==> src/rtl/split_comp_pkg.sv <==
// Shared definitions for the split-compensation datapath (address generator, line fetch,
// compensated-frame writer).
//   state_e             line fetch FSM encoding
//   LINE_BYTES          bytes per 1024-pixel line
//   BYTES_PER_PIX       bytes per 32-bit pixel
//   BLACK_PIXEL_DEFAULT fill value for rows shifted outside the source frame
package split_comp_pkg;

  localparam int unsigned BYTES_PER_PIX = 4;
  localparam int unsigned LINE_BYTES    = 4096;

  localparam logic [31:0] BLACK_PIXEL_DEFAULT = 32'h0000_0000;

  typedef enum logic [2:0] {
    StIdle,
    StCheck,
    StReq,
    StWaitData,
    StBlank,
    StDrain,
    StDone
  } state_e;

endpackage

==> src/rtl/line_fetch_fifo.sv <==
// Synchronous first-word-fall-through FIFO for the line fetch output path.
//   clk, rst_n   clock, asynchronous active-low reset (flushes contents)
//   push, wdata  write strobe and data; ignored when full
//   pop          read strobe; ignored when empty
//   rdata        head entry, valid whenever empty is low
//   full, empty  status flags
//   free         number of unused entries
// DEPTH must be a power of two so the pointers wrap naturally.
module line_fetch_fifo #(
  parameter int unsigned WIDTH = 32,
  parameter int unsigned DEPTH = 32
) (
  input  logic                     clk,
  input  logic                     rst_n,
  input  logic                     push,
  input  logic [WIDTH-1:0]         wdata,
  input  logic                     pop,
  output logic [WIDTH-1:0]         rdata,
  output logic                     full,
  output logic                     empty,
  output logic [$clog2(DEPTH):0]   free
);

  localparam int unsigned PTR_W = $clog2(DEPTH);
  localparam int unsigned CNT_W = PTR_W + 1;

  logic [WIDTH-1:0] mem_q [DEPTH];
  logic [PTR_W-1:0] wr_ptr_q, rd_ptr_q;
  logic [CNT_W-1:0] count_q;
  logic             push_en, pop_en;

  assign full    = (count_q == CNT_W'(DEPTH));
  assign empty   = (count_q == '0);
  assign free    = CNT_W'(DEPTH) - count_q;
  assign rdata   = mem_q[rd_ptr_q];
  assign push_en = push & ~full;
  assign pop_en  = pop & ~empty;

  always_ff @(posedge clk) begin
    if (push_en) mem_q[wr_ptr_q] <= wdata;
  end

  always_ff @(posedge clk or negedge rst_n) begin
    if (!rst_n) begin
      wr_ptr_q <= '0;
      rd_ptr_q <= '0;
      count_q  <= '0;
    end else begin
      if (push_en) wr_ptr_q <= wr_ptr_q + 1'b1;
      if (pop_en)  rd_ptr_q <= rd_ptr_q + 1'b1;
      count_q <= count_q + CNT_W'(push_en) - CNT_W'(pop_en);
    end
  end

endmodule

==> src/rtl/v_line_fetch.sv <==
// Vertical line fetch: on each address-generator done pulse, burst-reads one source line from
// the frame buffer (or synthesises a black line when the source row lies outside the frame) and
// streams it out as 32-bit pixels with valid/ready.
//   i_clk, i_rst_n                         clock, asynchronous active-low reset
//   i_y_done, i_new_addr                   line start pulse and source line byte address
//   i_frame_base_addr                      source frame base byte address
//   o_rd_req, o_rd_addr, i_rd_ack          burst read request handshake
//   i_rd_data, i_rd_data_valid             read beats (cannot be stalled)
//   o_pix_data/valid/last, i_pix_ready     output pixel stream
//   o_busy, o_line_done, o_overrun         status
module v_line_fetch
  import split_comp_pkg::*;
#(
  parameter int unsigned LINE_PIXELS = 1024,
  parameter int unsigned FRAME_LINES = 768,
  parameter int unsigned BURST_LEN   = 16,
  parameter int unsigned FIFO_DEPTH  = 32,
  parameter logic [31:0] BLACK_PIXEL = BLACK_PIXEL_DEFAULT
) (
  input  logic        i_clk,
  input  logic        i_rst_n,
  input  logic        i_y_done,
  input  logic [31:0] i_new_addr,
  input  logic [31:0] i_frame_base_addr,
  output logic        o_rd_req,
  output logic [31:0] o_rd_addr,
  input  logic        i_rd_ack,
  input  logic [31:0] i_rd_data,
  input  logic        i_rd_data_valid,
  output logic [31:0] o_pix_data,
  output logic        o_pix_valid,
  output logic        o_pix_last,
  input  logic        i_pix_ready,
  output logic        o_busy,
  output logic        o_line_done,
  output logic        o_overrun
);

  localparam int unsigned WORD_W = $clog2(LINE_PIXELS) + 1;
  localparam int unsigned OUT_W  = $clog2(LINE_PIXELS);
  localparam int unsigned BEAT_W = $clog2(BURST_LEN) + 1;
  localparam int unsigned FREE_W = $clog2(FIFO_DEPTH) + 1;
  localparam logic [31:0] FRAME_BYTES = 32'(FRAME_LINES * LINE_BYTES);

  state_e             state_q, state_d;
  logic [31:0]        src_addr_q, src_addr_d;
  logic [WORD_W-1:0]  words_req_q, words_req_d;
  logic [WORD_W-1:0]  blank_cnt_q, blank_cnt_d;
  logic [BEAT_W-1:0]  beat_cnt_q, beat_cnt_d;
  logic [OUT_W-1:0]   out_cnt_q;
  logic               overrun_q, overrun_d;

  logic               fifo_push, fifo_pop, fifo_full, fifo_empty;
  logic [31:0]        fifo_wdata, fifo_rdata;
  logic [FREE_W-1:0]  fifo_free;
  logic [31:0]        src_offset;
  logic               in_range;

  // Subtraction wraps for addresses below the base, so one unsigned compare rejects both sides.
  assign src_offset = src_addr_q - i_frame_base_addr;
  assign in_range   = (src_offset < FRAME_BYTES) && (src_addr_q[1:0] == 2'b00);

  assign o_busy      = (state_q != StIdle) && (state_q != StDone);
  assign o_line_done = (state_q == StDone);
  assign o_overrun   = overrun_q;
  assign o_rd_addr   = src_addr_q + {{(32-WORD_W-2){1'b0}}, words_req_q, 2'b00};

  assign fifo_pop    = ~fifo_empty & i_pix_ready;
  assign o_pix_valid = ~fifo_empty;
  assign o_pix_data  = fifo_empty ? 32'h0 : fifo_rdata;
  assign o_pix_last  = ~fifo_empty && (out_cnt_q == OUT_W'(LINE_PIXELS - 1));

  always_comb begin
    state_d     = state_q;
    src_addr_d  = src_addr_q;
    words_req_d = words_req_q;
    blank_cnt_d = blank_cnt_q;
    beat_cnt_d  = beat_cnt_q;
    overrun_d   = overrun_q | (i_y_done & o_busy);
    fifo_push   = 1'b0;
    fifo_wdata  = i_rd_data;
    o_rd_req    = 1'b0;
    unique case (state_q)
      StIdle, StDone: begin
        state_d = StIdle;
        if (i_y_done) begin
          src_addr_d  = i_new_addr;
          words_req_d = '0;
          blank_cnt_d = '0;
          beat_cnt_d  = '0;
          state_d     = StCheck;
        end
      end
      StCheck: state_d = in_range ? StReq : StBlank;
      StReq: begin
        // Nothing pushes in this state, so free space only grows while the request is held.
        o_rd_req = (fifo_free >= FREE_W'(BURST_LEN));
        if (o_rd_req && i_rd_ack) state_d = StWaitData;
      end
      StWaitData: begin
        if (i_rd_data_valid) begin
          fifo_push = 1'b1;
          if (beat_cnt_q == BEAT_W'(BURST_LEN - 1)) begin
            beat_cnt_d  = '0;
            words_req_d = words_req_q + WORD_W'(BURST_LEN);
            state_d     = (words_req_d == WORD_W'(LINE_PIXELS)) ? StDrain : StReq;
          end else begin
            beat_cnt_d = beat_cnt_q + 1'b1;
          end
        end
      end
      StBlank: begin
        if (!fifo_full) begin
          fifo_push   = 1'b1;
          fifo_wdata  = BLACK_PIXEL;
          blank_cnt_d = blank_cnt_q + 1'b1;
          if (blank_cnt_q == WORD_W'(LINE_PIXELS - 1)) state_d = StDrain;
        end
      end
      StDrain: if (fifo_empty) state_d = StDone;
      default: state_d = StIdle;
    endcase
  end

  always_ff @(posedge i_clk or negedge i_rst_n) begin
    if (!i_rst_n) begin
      state_q     <= StIdle;
      src_addr_q  <= '0;
      words_req_q <= '0;
      blank_cnt_q <= '0;
      beat_cnt_q  <= '0;
      out_cnt_q   <= '0;
      overrun_q   <= 1'b0;
    end else begin
      state_q     <= state_d;
      src_addr_q  <= src_addr_d;
      words_req_q <= words_req_d;
      blank_cnt_q <= blank_cnt_d;
      beat_cnt_q  <= beat_cnt_d;
      overrun_q   <= overrun_d;
      if (fifo_pop) out_cnt_q <= out_cnt_q + 1'b1;
    end
  end

  line_fetch_fifo #(
    .WIDTH (32),
    .DEPTH (FIFO_DEPTH)
  ) u_fifo (
    .clk   (i_clk),
    .rst_n (i_rst_n),
    .push  (fifo_push),
    .wdata (fifo_wdata),
    .pop   (fifo_pop),
    .rdata (fifo_rdata),
    .full  (fifo_full),
    .empty (fifo_empty),
    .free  (fifo_free)
  );

endmodule

==> config.mk <==
export PLATFORM = sky130hd
export DESIGN_NAME = v_line_fetch
export DESIGN_NICKNAME = d
export VERILOG_FILES = /design/src/rtl/split_comp_pkg.sv /design/src/rtl/line_fetch_fifo.sv /design/src/rtl/v_line_fetch.sv
export SDC_FILE = /design/constraint.sdc
export NUM_CORES = 1
export LEC_CHECK = 0
export BUFFER_PORTS_ARGS = -buffer_cell sky130_fd_sc_hd__buf_2
export CORE_ASPECT_RATIO = 0.9
export CORE_MARGIN = 2
export CORE_UTILIZATION = 50
export DETAILED_ROUTE_END_ITERATION = 8
export PLACE_DENSITY_LB_ADDON = 0.3
export RECOVER_POWER = 100
export SLEW_MARGIN = 20
export SYNTH_ARGS = -nofsm -noshare
export SYNTH_HDL_FRONTEND = slang
export SYNTH_SLANG_ARGS = --single-unit
==> constraint.sdc <==
create_clock -name i_clk -period 4.07 [get_ports i_clk]
set_input_delay 0.407 -clock i_clk [delete_from_list [all_inputs] [get_ports i_clk]]
set_output_delay 0.407 -clock i_clk [all_outputs]
set_load 0.03 [all_outputs]
## After elaboration in Yosys (flattened, before gate mapping)

Memory sizes are Yosys's and may differ from the RTL's.
Index checks and enable logic that the tools add are counted.
W data, S select, Z words.

| storage, ports and cells | value |
|---|---|
| flip-flop bits (word level) | 89 |
| RAM bits | 1024 |
| input bits | 102 |
| output and inout bits | 70 |
| logic and storage cells | 95 |
| memories kept | 1 |

Memory list:

| name | words | bits a word | rd ports | clocked after Yosys merged registers in | write ports | line | source |
|---|---|---|---|---|---|---|---|
| u_fifo.mem_q | 32 | 32 | 1 | 0 | 1 | line_fetch_fifo.sv:27 | `logic [WIDTH-1:0] mem_q [DEPTH];` |

| cells by class | value |
|---|---|
| add/sub/neg operators | 11 |
| order comparisons | 2 |
| eq/ne operators | 19 |
| mux-type cells | 29 |
| bitwise operators | 7 |
| reductions and logical operators | 16 |

Operator list:

| operator | number |
|---|---|
| $mux W32 | 3 |
| $mux W11 | 4 |
| $pmux W11 S2 | 2 |
| $add A32 B13 Y32 | 1 |
| $lt A32 B22 Y1 const B | 1 |
| $sub A32 B32 Y32 | 1 |
| $mux W3 | 8 |
| $pmux W3 S6 | 1 |
| $add A5 B1 Y5 const B | 3 |
| $mux W5 | 3 |
| $ne A2 B2 Y1 const B | 7 |
| $add A11 B1 Y11 const B | 1 |
| $add A11 B5 Y11 const B | 1 |
| $eq A11 B10 Y1 const B | 1 |
| $eq A11 B11 Y1 const B | 1 |
| $add A10 B1 Y10 const B | 1 |
| $eq A10 B10 Y1 const B | 1 |
| $pmux W5 S2 | 1 |
| $eq A3 B3 Y1 const B | 3 |
| $add A6 B1 Y6 | 1 |
| $eq A3 B2 Y1 const B | 2 |
| $eq A6 B6 Y1 const B | 1 |
| $ge A6 B5 Y1 const B | 1 |
| $logic_not A6 Y1 | 1 |
| other kinds (20) | 34 |

## Logic depth before layout (Yosys ltp)

Gate-level depths: netlist (run 1).

| depth | value |
|---|---|
| word-level depth | 6 |
| gate-level depth with buffers | 15 |
| mapped depth without buffers | 14 |

## By module

A second synthesis (run 1) with hierarchy kept.

| unflattened totals | value |
|---|---|
| cell total of the unflattened synthesis | 2563 |
| area, all modules | 45517.4 sq um |

Modules (own cells, without submodules):

| module | times used | cells each | area an instance (sq um) | seq. area each (sq um) |
|---|---|---|---|---|
| line_fetch_fifo | 1 | 1816 | 39775.6 | 31149.9 |
| v_line_fetch | 1 | 747 | 5741.8 | 1726.7 |

## Least setup slack after synthesis (run 1)

OpenSTA, ideal clock, no wires.

| timing | value |
|---|---|
| kind | reg-to-reg |
| start | register state_q[1] |
| end | memory u_fifo.mem_q[31][0] (enable) |
| arrival | 3.222 ns |
| data required time | 3.649 ns |
| setup slack | 0.427 ns |
| stages on the path, launching flop included | 9 |
| buffers on the path | 2 |
| cells stage by stage | dfrtp_1 clkbuf_1 nor2b_1 and2_1 nand2_1 a21oi_1 nand2_1 clkbuf_1 nor2_1 |

| between the ends | value |
|---|---|
| longest elaborated chain between the ends | 5 |
| elaborated cells on any way between the ends | 6 |

RTL lines:

| item | line | source |
|---|---|---|
| start, declared | v_line_fetch.sv:45 | `state_e state_q, state_d;` |
| start signal, assigned | v_line_fetch.sv:127 | `state_q <= StIdle;` |
| start signal, assigned | v_line_fetch.sv:135 | `state_q <= state_d;` |
| $eq A3 B3 Y1 or $eq A3 B2 Y1 (tied branches) | v_line_fetch.sv:83 | `unique case (state_q)` |
| $pmux W1 S2 (*) | v_line_fetch.sv:83 |  |
| $and A1 B1 Y1 (*) | line_fetch_fifo.sv:36 | `assign push_en = push & ~full;` |
| via u_fifo.push_en | line_fetch_fifo.sv:30 | `logic push_en, pop_en;` |
| $mux W1 (*) | line_fetch_fifo.sv:40 | `if (push_en) mem_q[wr_ptr_q] <= wdata;` |
| $mux W1 (implied by the code) (*) | line_fetch_fifo.sv:40 |  |
| end, declared | line_fetch_fifo.sv:27 |  |

Mark *: on every way through the listed nets, which the timed path passes. The rest lies on a longest branch.

## Worst setup path in the final report (run 1)

| timing | value |
|---|---|
| start | register words_req_q[5] |
| end | output o_rd_addr[30] |

| between the ends | value |
|---|---|
| longest elaborated chain between the ends | 1 |

RTL lines:

| item | line | source |
|---|---|---|
| start, declared | v_line_fetch.sv:47 | `logic [WORD_W-1:0] words_req_q, words_req_d;` |
| start signal, assigned | v_line_fetch.sv:137 | `words_req_q <= words_req_d;` |
| $add A32 B13 Y32 | v_line_fetch.sv:66 | `assign o_rd_addr = src_addr_q + {{(32-WORD_W-2){1'b0}}, words_req_q, 2'b00};` |
| end, declared | v_line_fetch.sv:26 | `output logic [31:0] o_rd_addr,` |

No other way between the ends.

==> results of run 1 <==
[power by group through the flow]
stage               registers (mW)  clock network [mW]  logic, mW
CTS                           15.2                10.3       13.3
detailed placement            15.5                   0       13.2
global route                  15.4                10.7       13.9
floorplan                     15.0                   0       9.34
finish                        15.3                10.1       13.0
global placement              15.4                   0       13.0
[cell usage after synthesis, types with 6 or more instances]
cell,instances,area share
nand4_1,27,0.0037
nor2_1,112,0.0093
and3_1,8,0.0011
or3_1,6,0.00083
edfxtp_1,1024,0.68
a21oi_1,39,0.0043
dfrtp_1,85,0.047
nand2b_1,8,0.0011
nor2b_1,6,0.00083
and2_1,40,0.0055
buf_1,25,0.0021
nand2_1,161,0.013
mux4_2,320,0.16
o21ai_0,45,0.0050
xnor2_1,34,0.0066
mux2i_1,33,0.0073
o21a_1,9,0.0015
ha_1,58,0.016
clkbuf_1,78,0.0065
o31ai_1,7,0.0012
nor3_1,16,0.0018
xor2_1,20,0.0039
inv_1,49,0.0041
nand3_1,24,0.0027
o211ai_1,9,0.0015
[worst min-delay path: cells and delay by family]
family	cells	cell delay, ns
compound gates	1	0.06
buf+inv	1	0.12
simple gates	2	0.17
[metal layers]
layer	wire length, µm	GRT usage
met2	54080	0.3893
met3	8441	0.03803
met4	2666	0.06437
met1	45580	0.3464
met5	0	0
[through the flow]
| stage | cell area (µm²) | setup TNS [ns] |
|---|---|---|
| detailed placement | 48470 | 0 |
| floorplan | 45250 | 0 |
| finish | 52240 | 0 |
| CTS | 52460 | -0.02158 |
| global route | 52240 | -0.09857 |
| global placement | 48470 | 0 |
[cell families (layout without fill, tap and decap cells)]
logic type                 count (synthesis)  after routing  synth area share
DFF                                     1109           1109            0.7266
and+or+nand+nor                          431            431           0.04447
muxes                                    355            355            0.1671
buffers and inverters                    158            575           0.01349
AOI/OAI and AO/OA                        151            151           0.02140
adders and majority gates                 59             59           0.01648
xor gates and xnor gates                  54             54           0.01045
other                                      0              2                 0
[area by class of cell]
cell class	instances	area (µm²)
Antenna cell	2	5.005
Clock buffer	133	2869
Clock inverter	69	750.7
Fill cell	6461	37280
Inverter	49	183.9
Multi-Input combinational cell	1050	11980
Sequential cell	1109	32900
Tap cell	1166	1459
Timing Repair Buffer	324	2096
[cell usage in the layout, fill, tap and decap left out, types with 20 or more instances in the layout]
cell type      count
buf_4             26
dfrtp_1           77
ha_1              56
o21ai_0           46
clkbuf_1          54
xor2_1            20
mux2i_1           33
nand3_1           24
edfxtp_1        1024
a21oi_1           38
and2_1            23
inv_1             49
nor2_1            87
nand4_1           27
clkbuf_16        110
dlygate4sd3_1     34
clkinv_1          23
mux4_2           320
xnor2_1           34
nand2_1          161
buf_2            144
nor2_4            21
clkbuf_4          27
clkbuf_2          43
[final timing paths]
check | startpoint | to | slack (ns) | cells past startpoint
max reg2reg | u_fifo.count_q[2] | u_fifo.mem_q[14][19] | 0.25 | 8
min | i_rd_data_valid | beat_cnt_q[1] | 0.12 | 4
min reg2reg | o_overrun | o_overrun | 0.45 | 1
max | words_req_q[5] | o_rd_addr[30] | 0.16 | 14
min in group asynchronous | i_rst_n | src_addr_q[17] | 0.93 | 2
max in group asynchronous | i_rst_n | u_fifo.rd_ptr_q[1] | 1.55 | 2
[state kept, by name, indices dropped and copies added (netlist names)]
register and cells:
u_fifo.count_q 6, blank_cnt_q 11, words_req_q 7, o_overrun 1
u_fifo.mem_q 1024, out_cnt_q 10, state_q 3, src_addr_q 32
u_fifo.wr_ptr_q 5, beat_cnt_q 5, u_fifo.rd_ptr_q 5
[what timing repair did]
item	4_1_cts	5_1_grt
setup buffers	0	8
resized for setup	6	10
pin swaps	0	8
endpoints found under the hold margin	118	0
hold buffers	34	0
endpoints found under the setup margin	9	16
==> impl_results.md, run 1 <==
- Unique cell type count in the Yosys netlist: 66
- RD Place Congestion: 0.8710
- Slew at the pin closest to its max-slew limit: 2.205 ns
- Setup ws final: 0.1643 ns
- Overall Power: 38.45 mW
- Die H: 289.4 µm
- Clock slew at reported path FFs: 0.06 ns
- Failing checks: max-capacitance violations, max-slew violations
- Combinational Power Share: 0.339
- Largest net degree at the start of global routing: 86
- Crit path largest cell delay: 0.46 ns
- Seq/Total Area, Yosys: 0.7266
- First-pass GRT wire length: 162400 µm
- Inserted Clock Buffers: 107
- Final cell count without fillers: 3902
- Min Tclk post-route: 3.906 ns
- Vias per cell: 6.202
- Syn Nets: 2478
- TritonCTS clock tree: done
- Crit path max-delay family: compound AO/OA/AOI/OAI gates
- Row cnt: 104
- Post-synth EDFFs: 1024
- Layout Nets: 2802
- Mapped Cells: 2317
- Total number of vias: 24200
- I/O Pins: 172
- Status: finished with violations
- Final HPWL DP: 62940 µm
- CP Capture Type: output port
- Bufs and invs on worst path: 3
- Clock root buffer: clkbuf_16
- Pre-CTS setup slack: 0.5312 ns
- Final Max Tran Viols: 86
- P_int: 25.71 mW
- Tcrit/Tclk final: 0.9596
- Clk pwr share: 0.264
- GRT Overall Usage: 0.2407
- Max FO, Critical Path: 6
- DR WL/cell: 28.39 µm
- Average size of a mapped cell: 19.53 µm²
- Pwr/cell area: 735.9 mW/mm²
- Leading register cell type out of synthesis: edfxtp_1
- Post-route core utilization: 0.5835
- Total congestion overflow: 0
- Routed wire length: 110800 µm
- Max Root-Sink Buffers: 3
- Initial Utilization: 0.5054
- # H-tree levels: 3
- Core area: 0.08953 mm²
- Vias in the first global route: 24260
- CTS Sinks: 1109
- Yosys reg bits: 1109
- Crit path cell chain: ha_4 -> a21oi_4 -> nor2b_2 -> o21a_1 -> o21a_1 -> o21a_1 -> o21a_1 -> o21ai_1 -> buf_4 -> nor4_4 -> buf_4 -> nand4_1 -> xnor2_1 -> buf_4
- Slowest-stage cell, CP: dfrtp_2
- Seq pwr share: 0.397
- Worst min path class: in -> reg
- Ys async rst share: 0.07665
- Final hold slack: 0.1190 ns
- Lkg Pwr: 17.78 nW
- CP Data Arrival Time: 3.50 ns
- Clk_lat worst skew: 0.68 ns
- # setup viols final: 0
- WS Path Type: reg -> out
- Area of the mapped netlist: 0.04525 mm²
- Most common cell on crit path: o21a_1
- MaxCap Viol Count: 1
- Area grow syn2layout: 15.46%
- PortBufs: 171
- Sw frac: 0.3314
- Fraction of layout cells with a size suffix above 1: 0.2893
- Switching power: 12.74 mW
- Final Hold Violating Endpoints: 0
- Starting DRT DRC Count: 2603
- Initial antenna violation count: 1
- Clock Skew: 0.02931 ns
- Synth warn: 0
- Rel. slew slack: -0.4699
- Pre-Repair DR Iteration Count: 5
- Die width: 321.1 µm
- Die Area: 0.09292 mm²
- Startpoint Class: flop
- Post-DRT Antenna Nets: 0
- Max VDD drop: 0.0005894 V
- RSZ-0062 raised after global routing: yes
- Number of instances in the placed design: 3656
- # DRC: 0
- Required @ worst endpoint: 3.66 ns
- Max Clock Freq: 0.2560 GHz
Power figures use the tool's default switching activity.
==> run 2: changes to the inputs <==
- SLEW_MARGIN: 20 -> 0
- SYNTH_HIERARCHICAL: default -> 1
==> impl_results.md, run 2 <==
- Average size of a mapped cell: 17.77 µm²
- Max VDD drop: 0.0006452 V
- Row cnt: 104
- First-pass GRT wire length: 168200 µm
- Vias per cell: 6.229
- Status: finished with violations
- Max Root-Sink Buffers: 3
- Total congestion overflow: 0
- Pre-Repair DR Iteration Count: 6
- Max reg flops: 1024
- Mapped Cells: 2560
- Final Max Tran Viols: 62
- Tcrit/Tclk final: 0.9506
- Area grow syn2layout: 14.55%
- Largest Register: u_fifo/mem_q
- Routed wire length: 113100 µm
- Initial Utilization: 0.5067
- # setup viols final: 0
- Rel. slew slack: -0.05243
- TritonCTS clock tree: done
- Die Area: 0.09342 mm²
- Clock root buffer: clkbuf_16
- CP Capture Type: output port
- Regs by FF count: u_fifo/mem_q (1024), src_addr_q (32), blank_cnt_q (11)
- Post-route core utilization: 0.5804
- Total number of vias: 25600
- Synth warn: 6
- WS Path Type: reg -> out
- Diode count: 0
- PortBufs: 171
- Final Hold Violating Endpoints: 0
- Syn Nets: 2722
- Worst hold path depth: 3
- Starting DRT DRC Count: 2910
- Slew at the pin closest to its max-slew limit: 1.579 ns
- Required @ worst endpoint: 3.66 ns
- Die width: 322.0 µm
- Startpoint Class: flop
- Dpl cell area: 0.04848 mm²
- DR WL/cell: 27.52 µm
- Max FO, Critical Path: 34
- Worst min path class: in -> reg
- Lkg Pwr: 18.04 nW
- Clock slew at reported path FFs: 0.06 ns
- Initial antenna violation count: 1
- Most common cell after layout, fill and taps aside: edfxtp_1
- Max Clock Freq: 0.2585 GHz
- Reg2reg path depth: 11
- Cell area after layout: 0.05211 mm²
- Vias in the first global route: 25850
- Pwr/cell area: 725.9 mW/mm²
- Min Tclk post-route: 3.869 ns
- Clock Skew: 0.03029 ns
- Die H: 290.2 µm
- GRT Overall Usage: 0.2440
- Post-DRT Antenna Nets: 0
- RD Place Congestion: 0.8666
- I/O Pins: 172
- Area of the mapped netlist: 0.04549 mm²
- # H-tree levels: 3
- Inserted Clock Buffers: 108
- CP Data Arrival Time: 3.46 ns
- Commonest cells after routing, fill and taps aside: edfxtp_1 (1024), mux4_2 (192), nand2_1 (172)
- CTS Sinks: 1109
- MaxCap Viol Count: 1
- Clk_lat worst skew: 0.69 ns
- Core area: 0.08979 mm²
- Final HPWL DP: 65740 µm
- # DRC: 0
- Largest net degree at the start of global routing: 101
- Fraction of layout cells with a size suffix above 1: 0.2256
- Failing checks: max-capacitance violations, max-slew violations
- Layout Nets: 3017
[run 2: critical path, stage by stage, from the launching register on]
cell and delay, ns:
dfrtp_4 0.57, buf_12 0.32, buf_4 0.25, mux4_2 0.53, a22o_1 0.27, a211oi_1 0.35, a21oi_1 0.11, nor2b_1 0.15
buf_2 0.20
[run 2: power by group]
group	total, mW	internal, mW	switching [mW]
sequential	14.8	14.3	0.579
clock	9.96	5.64	4.32
combinational	13.0	4.83	8.19
[run 2: layout make-up]
class                      instances  area, µm²
fill                            6610      37670
sequential                      1109      32890
multi-input combinational       1254      11890
clock buffer                     123       2780
timing repair buffer             321       2111
tap                             1166       1459
clock inverter                    75      759.5
inverter                          61      229.0
[run 2: timing repair]
| action | 4_1_cts | 5_1_grt |
|---|---|---|
| endpoints found under the hold margin | 93 | 0 |
| pin swaps | 0 | 1 |
| setup buffers | 0 | 9 |
| hold buffers | 34 | 0 |
| setup endpoints to repair | 13 | 22 |
| cloned | 0 | 0 |
| resized for setup | 2 | 1 |
[run 2: path summary, 6_finish.rpt]
path                                       end               start  slack, ns
min in group asynchronous         out_cnt_q[0]             i_rst_n       0.67
hold reg to reg                      o_overrun           o_overrun       0.47
max in group asynchronous        src_addr_q[1]             i_rst_n       1.34
setup reg to reg           u_fifo/mem_q[9][28]   u_fifo/count_q[1]       0.22
hold / removal                  words_req_q[9]     i_rd_data_valid       0.24
setup / recovery                 o_pix_data[4]  u_fifo/rd_ptr_q[0]       0.20
[run 2: metrics by stage]
| step | TNS (ns) | power [mW] | std cells | worst slack (ns) | hold slack [ns] |
|---|---|---|---|---|---|
| after detailed placement | 0 | 28.09 | 3868 | 0.3169 | 0.4460 |
| after global routing | -0.02359 | 39.43 | 4109 | -0.02359 | 0.2350 |
| final | 0 | 37.83 | 4109 | 0.2012 | 0.2382 |
| after global placement | 0 | 27.83 | 3868 | 0.3503 | 0.4314 |
| after CTS | 0 | 38.04 | 4100 | 0.01218 | 0.1244 |
| after floorplan | 0 | 23.94 | 2560 | 0.3016 | 0.1114 |
[run 2: routing by layer]
layer  GRT usage  vias up  share of wire
met5           0        -              0
met4     0.07192        0          0.031
met3     0.05346      221          0.090
met2      0.3771     1230           0.47
met1      0.3511    13300           0.41
li1            -    10840              -
